## src/rtl/pwm_carrier_ctrl.sv

```systemverilog
// Triangular-carrier PWM scheduler for the PID output stage.
// Builds a symmetric carrier from a programmable half-period and compares it
// with a double-buffered signed duty command. The duty is applied only at the
// carrier valley. Drives a complementary gate pair with dead-time and a
// latched fault shutdown.
module pwm_carrier_ctrl #(
    parameter int unsigned P_DEFAULT  = 2500,
    parameter int unsigned DT_DEFAULT = 10
) (
    input  logic               clk,
    input  logic               rst_n,
    input  logic               enable,
    input  logic               cfg_valid,
    output logic               cfg_ready,
    input  logic [15:0]        cfg_period,
    input  logic [7:0]         cfg_deadtime,
    input  logic               duty_valid,
    output logic               duty_ready,
    input  logic signed [31:0] duty,
    input  logic               fault,
    output logic signed [31:0] carrier,
    output logic               sync_valley,
    output logic               pwm_h,
    output logic               pwm_l,
    output logic [1:0]         state
);

    localparam int DATA_W = 32;

    typedef enum logic [1:0] {
        ST_IDLE  = 2'd0,
        ST_RUN   = 2'd1,
        ST_FAULT = 2'd2
    } state_t;

    // Half-period limited to [2, 32767] so the carrier stays well inside 32 bits.
    function automatic logic [15:0] sat_period(input logic [15:0] p);
        if (p < 16'd2)              return 16'd2;
        else if (p > 16'd32767)     return 16'd32767;
        else                        return p;
    endfunction

    // Narrow the 33-bit carrier arithmetic to 32 bits, saturating on overflow.
    function automatic logic signed [DATA_W-1:0] sat33(input logic signed [DATA_W:0] w);
        if (w[DATA_W] == w[DATA_W-1]) return w[DATA_W-1:0];
        else if (w[DATA_W])           return {1'b1, {(DATA_W-1){1'b0}}};
        else                          return {1'b0, {(DATA_W-1){1'b1}}};
    endfunction

    // Limit a duty command to the carrier span -P..+P.
    function automatic logic signed [DATA_W-1:0] clamp_duty(input logic signed [DATA_W-1:0] d,
                                                            input logic [15:0] p);
        logic signed [DATA_W-1:0] lim;
        lim = $signed({16'd0, p});
        if (d > lim)        return lim;
        else if (d < -lim)  return -lim;
        else                return d;
    endfunction

    state_t                    state_q, state_d;
    logic [15:0]               period_q, period_d;
    logic [7:0]                dt_q, dt_d;
    logic [15:0]               cnt_q, cnt_d;
    logic                      dir_up_q, dir_up_d;
    logic signed [DATA_W-1:0]  carrier_q, carrier_d;
    logic                      valley_q, valley_d;
    logic signed [DATA_W-1:0]  active_q, active_d;
    logic signed [DATA_W-1:0]  pend_q, pend_d;
    logic                      full_q, full_d;
    logic                      raw_q, raw_d;
    logic [7:0]                dtc_q, dtc_d;
    logic                      pwm_h_q, pwm_h_d;
    logic                      pwm_l_q, pwm_l_d;

    logic                      running;
    logic                      raw;
    logic                      fault_entry;
    logic signed [DATA_W:0]    car_wide;

    assign running     = (state_q == ST_RUN) && (state_d == ST_RUN);
    assign fault_entry = (state_d == ST_FAULT) && (state_q != ST_FAULT);
    assign car_wide    = $signed({16'd0, cnt_q, 1'b0}) - $signed({17'd0, period_q});
    assign raw         = (state_q == ST_RUN) && (carrier_q < active_q);

    // Run/fault sequencing; fault overrides every other request.
    always_comb begin
        state_d = state_q;
        if (fault) begin
            state_d = ST_FAULT;
        end else begin
            case (state_q)
                ST_IDLE:  if (enable)  state_d = ST_RUN;
                ST_RUN:   if (!enable) state_d = ST_IDLE;
                ST_FAULT: if (!enable) state_d = ST_IDLE;
                default:  state_d = ST_IDLE;
            endcase
        end
    end

    // Configuration is only taken while idle.
    always_comb begin
        period_d = period_q;
        dt_d     = dt_q;
        if (cfg_valid && (state_q == ST_IDLE)) begin
            period_d = sat_period(cfg_period);
            dt_d     = cfg_deadtime;
        end
    end

    // Up/down counter and registered carrier; both park at zero outside RUN.
    always_comb begin
        cnt_d     = 16'd0;
        dir_up_d  = 1'b1;
        carrier_d = '0;
        valley_d  = 1'b0;
        if (running) begin
            carrier_d = sat33(car_wide);
            valley_d  = (cnt_q == 16'd0);
            if (dir_up_q) begin
                cnt_d    = cnt_q + 16'd1;
                dir_up_d = ((cnt_q + 16'd1) != period_q);
            end else begin
                cnt_d    = cnt_q - 16'd1;
                dir_up_d = (cnt_q == 16'd1);
            end
        end
    end

    // Duty double buffer: pending slot promoted to active only at the valley.
    always_comb begin
        active_d = active_q;
        pend_d   = pend_q;
        full_d   = full_q;
        if (fault_entry) begin
            active_d = '0;
            pend_d   = '0;
            full_d   = 1'b0;
        end else begin
            if (valley_q && full_q) begin
                active_d = clamp_duty(pend_q, period_q);
                full_d   = 1'b0;
            end
            if (duty_valid && !full_q) begin
                pend_d = duty;
                full_d = 1'b1;
            end
        end
    end

    // Dead-time insertion: any raw edge drops both gates, then turns on the
    // gate matching the new raw level after DT cycles.
    always_comb begin
        pwm_h_d = pwm_h_q;
        pwm_l_d = pwm_l_q;
        raw_d   = raw_q;
        dtc_d   = dtc_q;
        if (state_d != ST_RUN) begin
            pwm_h_d = 1'b0;
            pwm_l_d = 1'b0;
            raw_d   = 1'b0;
            dtc_d   = 8'd0;
        end else if (raw != raw_q) begin
            raw_d = raw;
            dtc_d = dt_q;
            if (dt_q == 8'd0) begin
                pwm_h_d = raw;
                pwm_l_d = !raw;
            end else begin
                pwm_h_d = 1'b0;
                pwm_l_d = 1'b0;
            end
        end else if (dtc_q != 8'd0) begin
            dtc_d = dtc_q - 8'd1;
            if (dtc_q == 8'd1) begin
                pwm_h_d = raw_q;
                pwm_l_d = !raw_q;
            end
        end else begin
            pwm_h_d = raw_q;
            pwm_l_d = !raw_q;
        end
    end

    // Register bank for all state above.
    always_ff @(posedge clk or negedge rst_n) begin
        if (!rst_n) begin
            state_q   <= ST_IDLE;
            period_q  <= 16'(P_DEFAULT);
            dt_q      <= 8'(DT_DEFAULT);
            cnt_q     <= 16'd0;
            dir_up_q  <= 1'b1;
            carrier_q <= '0;
            valley_q  <= 1'b0;
            active_q  <= '0;
            pend_q    <= '0;
            full_q    <= 1'b0;
            raw_q     <= 1'b0;
            dtc_q     <= 8'd0;
            pwm_h_q   <= 1'b0;
            pwm_l_q   <= 1'b0;
        end else begin
            state_q   <= state_d;
            period_q  <= period_d;
            dt_q      <= dt_d;
            cnt_q     <= cnt_d;
            dir_up_q  <= dir_up_d;
            carrier_q <= carrier_d;
            valley_q  <= valley_d;
            active_q  <= active_d;
            pend_q    <= pend_d;
            full_q    <= full_d;
            raw_q     <= raw_d;
            dtc_q     <= dtc_d;
            pwm_h_q   <= pwm_h_d;
            pwm_l_q   <= pwm_l_d;
        end
    end

    assign cfg_ready   = (state_q == ST_IDLE);
    assign duty_ready  = !full_q;
    assign carrier     = carrier_q;
    assign sync_valley = valley_q;
    assign pwm_h       = pwm_h_q;
    assign pwm_l       = pwm_l_q;
    assign state       = state_q;

endmodule

```

## config.mk

```make
export PLATFORM = sky130hd
export DESIGN_NAME = pwm_carrier_ctrl
export DESIGN_NICKNAME = d
export VERILOG_FILES = /design/src/rtl/pwm_carrier_ctrl.sv
export SDC_FILE = /design/constraint.sdc
export NUM_CORES = 1
export LEC_CHECK = 0
export ABC_AREA = 1
export ABC_CLOCK_PERIOD_IN_PS = 3400
export BUFFER_PORTS_ARGS = -buffer_cell sky130_fd_sc_hd__buf_2
export CORE_MARGIN = 2
export CORE_UTILIZATION = 55
export DETAILED_ROUTE_END_ITERATION = 12
export PLACE_DENSITY = 0.78
export SLEW_MARGIN = 0
export SYNTH_ARGS = -nofsm -noshare
export SYNTH_HDL_FRONTEND = slang
export SYNTH_SLANG_ARGS = --single-unit
export TNS_END_PERCENT = 30
```

## constraint.sdc

```tcl
create_clock -name clk -period 3.4 [get_ports clk]
set_input_delay 0.17 -clock clk [delete_from_list [all_inputs] [get_ports clk]]
set_output_delay 0.17 -clock clk [all_outputs]
set_load 0.005 [all_outputs]
```

; Yosys cells after proc, flatten, opt, wreduce, memory -nomap -nowiden
; Index checks and enable logic that the tools add are counted.
; W data, S select, Z words.
[totals]
ff_bits = 152
in_bits = 62
output_inout_bits = 39
[op_classes]
order_cmp = 5
add_sub_neg = 5
n_reduce_logical = 19
n_eq_ne = 12
mux = 38
[op_table]
columns = cell, n
row1 = $mux W32, 9
row2 = $lt A32 B32 Y1, 2
row3 = $mux W16, 4
row4 = $gt A32 B17 Y1, 1
row5 = $neg A16 Y32, 1
row6 = $mux W8, 3
row7 = $mux W1, 18
row8 = $sub A17 B16 Y18, 1
row9 = $add A16 B1 Y16 const B, 1
row10 = $eq A16 B1 Y1 const B, 1
row11 = $gt A16 B15 Y1 const B, 1
row12 = $logic_not A16 Y1, 1
row13 = $lt A16 B2 Y1 const B, 1
row14 = $ne A16 B16 Y1, 1
row15 = $sub A16 B1 Y16 const B, 1
row16 = $eq A8 B1 Y1 const B, 1
row17 = $logic_not A8 Y1, 1
row18 = $reduce_bool A8 Y1, 1
row19 = $sub A8 B1 Y8 const B, 1
row20 = $logic_and A1 B1 Y1, 6
row21 = $mux W2, 3
row22 = $reduce_bool A2 Y1, 3
row23 = $reduce_bool A3 Y1, 2
row24 = $eq A2 B1 Y1 const B, 2
row25 = 10 further kinds, 13

; Depth between registers and ports, before layout
[depth]
ltp_word = 7
ltp_mapped = 24

; Least setup slack after synthesis
; No wires, ideal clock.
[synth_path]
path_kind = register -> register
start = reg period_q[1]
end = reg active_q[16]
path_buffers = 1
arrival_ns = 3.162
path_stages_with_launch = 24
path_slack_ns = 0.111
path_cell_list = dfrtp_1 -> inv_1 -> ha_1 -> nand4_1 -> nor2_1 -> inv_1 -> nor2_1 -> nand4_1 -> nor2_1 -> nand2_2 -> nor4_1 -> ha_1 -> a21oi_1 -> o21ai_0 -> nand4_1 -> o211ai_1 -> a21oi_1 -> nand2_1 -> nand2_1 -> nand2_1 -> buf_2 -> nand2_1 -> nand3_1 -> o21ai_0
[synth_between]
elab_chain_cells = 6
elab_cells_between_ends = 7
[synth_rtl]
columns = item, line_no
row1 = from (decl), 61  ; logic [15:0] period_q, period_d;
row2 = from (signal assigned), 188  ; period_q <= 16'(P_DEFAULT);
row3 = from (signal assigned), 203  ; period_q <= period_d;
row4 = $neg A16 Y32, 56  ; else if (d < -lim) return -lim;
row5 = $lt A32 B32 Y1, 56
row6 = $mux W32, 56
row7 = $mux W32 *, 55  ; if (d > lim) return lim;
row8 = $mux W32 *, 139  ; if (valley_q && full_q) begin
row9 = $mux W32 *, 134  ; if (fault_entry) begin
row10 = to (signal assigned), 209  ; active_q <= active_d;
row11 = to (decl), 67  ; logic signed [DATA_W-1:0] active_q, active_d;
; Mark *: on every way between the ends. The rest lies on a longest branch, timed or not. The select of a mux whose other input is x is not followed.
; A chain may end at the register's enable or synchronous reset.

; Worst setup path in the final report
[layout_path]
start = reg period_q[1]
end = reg active_q[29]
; Same word-level chain as after synthesis.

==> impl_metrics.env <==
export IMPL_fin_crit_ps=3600
export IMPL_critPathLaunch="period_q[1]"
export IMPL_required_ps=3710
export IMPL_met1_length_microns=11300
export IMPL_ys_types=51
export IMPL_power_density_nw_per_um2=517
export IMPL_fin_tns_setup_ps=-3990
export IMPL_overflow=0
export IMPL_worstHoldPathType="in -> reg"
export IMPL_violations="negative setup slack"
export IMPL_seq_area_frac_synth_pct=34.6
export IMPL_postSynthCellCount=1355
export IMPL_cpMaxStageDelayCell="dfrtp_1"
export IMPL_ir_drop_v=0.000386
export IMPL_core_sq_um=17900
export IMPL_setup_viol=31
export IMPL_synth_edf_count=0
export IMPL_cts_tree="yes"
export IMPL_drc=0
export IMPL_ant_nets=0
export IMPL_min_from="cfg_period[2]"
export IMPL_initial_core_util_pct=55.9
export IMPL_grt_pass1_wl_microns=44000
export IMPL_grt_usage_pct=28.1
export IMPL_r2r_start="period_q[1]"
export IMPL_hpwlAfterDp_microns=19600
export IMPL_grt_max_degree=87
export IMPL_p_sw_w=0.00238
export IMPL_crit_fanout=8
export IMPL_finalWeightedCongestion=0.957
export IMPL_worstSkewPairLatency_ps=430
export IMPL_fin_crit_sh_pct=106
export IMPL_setup_ws_ps=-203
export IMPL_drive_above_1_share_pct=17.0
export IMPL_rows=49
export IMPL_avgViaCountPerCell=5.59
export IMPL_cp_buffers_inverters=4
export IMPL_cts_root_buffer="clkbuf_16"
export IMPL_p_comb_share_pct=35.5
export IMPL_fin_skew_ps=9.42
export IMPL_wl_met3_microns=1900
export IMPL_die_w_microns=139
export IMPL_p_seq_share_pct=35.1
export IMPL_slew_violations=0
export IMPL_area_growth_pct=21.8
export IMPL_crit_chain="inv_2 -> ha_4 -> nand4_1 -> nor2_2 -> inv_2 -> nor2_4 -> nand4_1 -> nor2_2 -> nand2_4 -> nor4_4 -> buf_4 -> ha_1 -> a21oi_1 -> o21ai_1 -> nand4_1 -> o211ai_1 -> a21oi_2 -> nand2_2 -> nand2_2 -> nand2_4 -> buf_6 -> nand2_1 -> nand2_4 -> o22ai_1"
export IMPL_drt_iter0_markers=739
export IMPL_avgSynthCellArea_sq_um=7.39
export IMPL_leakagePower_nw=6.55
export IMPL_ios=101
export IMPL_cap_violations=0
export IMPL_dp_cells=1667
export IMPL_total_power_w=0.00631
export IMPL_antenna_found_initial=0
export IMPL_status="finished with violations"
export IMPL_swShare_pct=37.7
export IMPL_h_tree_depth=4
export IMPL_yosysWarnings=0
export IMPL_clockBufferDepth=2
export IMPL_vias=9806
export IMPL_drt_pass1_iterations=5
export IMPL_grt_pass1_vias=9307
export IMPL_post_drt_wl_per_cell_microns=15.7
export IMPL_holdWs_ps=10.6
export IMPL_io_buffers=100
export IMPL_hold_violations=0
export IMPL_crit_arrival_ps=3910
export IMPL_internal_power_w=0.00393
export IMPL_syn_area_sq_um=10000
export IMPL_worst_setup_path_end_kind="flip-flop"
export IMPL_start_kind="flip-flop"
export IMPL_layout_nets=1681
export IMPL_slew_headroom_pct=27.3
export IMPL_die_area_sq_um=19300
export IMPL_ys_flop_type="dfrtp_1"
export IMPL_clock_fmax_mhz=278
export IMPL_dr_wl_met2_microns=13300
export IMPL_critical_path_top_delay_family="simple AND/OR/NAND/NOR gates"
export IMPL_rsz0062_at_grt="true"
export IMPL_ys_ff_latch=138
export IMPL_numCtsBuffers=17
export IMPL_highest_layer="met4"
export IMPL_cts_sinks=138
export IMPL_post_route_util_pct=68.2
export IMPL_pwr_share_clk_pct=29.5
export IMPL_criticalPathCategory="reg -> reg"
export IMPL_max_stage_delay_ps=390
export IMPL_routed_wl_microns=27500
export IMPL_async_flop_share_pct=100
export IMPL_fin_cells=1754
export IMPL_syn_nets=1524
export IMPL_clk_pin_slew_ps=60
export IMPL_worst_pin_slew_ps=1090
export IMPL_die_height_microns=139
export IMPL_antenna_cells=0
[per-layer routing]
metal | vias up | global-route usage [%]
li1 | 4784 | -
met1 | 4504 | 35.5
met2 | 421 | 48.2
met3 | 97 | 4.73
met4 | 0 | 11.3
met5 | - | 0
[timing repair]
action                                  in CTS  in global routing
pin swaps                                   10                  9
buffers inserted                             1                 10
endpoints found under the setup margin      32                 32
endpoints found under the hold margin      124                  0
gates cloned                                 0                  1
hold buffers                                43                  0
resized for setup                           23                 31
[cells in the final DEF, fill, tap and decap left out, types with 9 or more instances in the layout]
cell             n
buf_2           99
a21oi_1         78
xor2_1          29
nor3_1          21
nor2_1          98
nand3_1         94
o21ai_0        122
nor4_1          11
dfrtp_1        130
buf_4           39
nand2_2         15
ha_1           105
nand4_1         19
nand2_1        288
clkbuf_16       18
inv_2           15
inv_1          179
dlygate4sd3_1   43
nand3_2          9
[cell usage after synthesis, drive strengths merged (23+ instances only)]
master / instances / area, sq um
o21ai: 132 / 668
nor3: 26 / 156
a21oi: 79 / 395
inv: 194 / 728
nor2: 106 / 418
buf: 28 / 184
nand3: 103 / 526
ha: 106 / 1330
xor2: 29 / 254
clkbuf: 23 / 87.6
nand2: 307 / 1170
dfrtp: 130 / 3250
[power groups by stage]
stage,registers (W),clock network (W),logic [W]
6_report,0.00221,0.00186,0.00224
5_1_grt,0.00224,0.00194,0.00250
4_1_cts,0.00220,0.00186,0.00207
3_3_place_gp,0.00221,0,0.00191
3_5_place_dp,0.00222,0,0.00198
2_1_floorplan,0.00213,0,0.00136
[cell families (layout without fill, tap and decap cells)]
kind of cell | Yosys count | count (layout) | synth area share (%)
adder cells (fa/ha/maj) | 107 | 107 | 13.4
XOR/XNOR | 34 | 34 | 3.11
AO/OA/AOI/OAI | 244 | 244 | 13.0
flip-flops | 138 | 138 | 34.6
buffers and inverters | 246 | 416 | 10.0
AND/OR/NAND/NOR | 586 | 586 | 25.9
[state kept, by name, summed over array words and instances (netlist names)]
name,flops
dt_q,8
dir_up_q,1
pwm_l,1
dtc_q,8
cnt_q,16
sync_valley,1
period_q,16
pend_q,32
active_q,32
raw_q,1
state,2
pwm_h,1
full_q,1
carrier,18
[stage by stage]
step                      setup WS, ps  instance area, sq um
after global placement           -56.4                 10800
after CTS                        -37.5                 12000
after global routing              -404                 12200
final                             -203                 12200
after floorplan                    111                 10000
after detailed placement          -175                 10800
[final timing paths]
kind / cells after the start / slack [ps] / endpoint
worst max-delay path: 24 / -200 / active_q[29]
worst min-delay path: 3 / 10 / period_q[2]
worst max register to register: 24 / -200 / active_q[29]
worst min register to register: 2 / 470 / dt_q[1]
max in group asynchronous: 3 / 2160 / period_q[2]
min in group asynchronous: 2 / 380 / pend_q[25]
[tightest hold or removal path: cells and delay by family]
family                 cells  cell delay, ps
AO/OA/AOI/OAI              2             140
buffers and inverters      1              90
[final cells by class]
type,instances,area (sq um)
clock buffers,25,536
clock inverters,7,60.1
flip-flops and latches,138,3460
multi-input cells,971,5770
inverters,195,732
well taps,229,287
repair buffers,189,1350
fillers,1429,5700
Note: power is estimated with default switching activity, not from simulation.
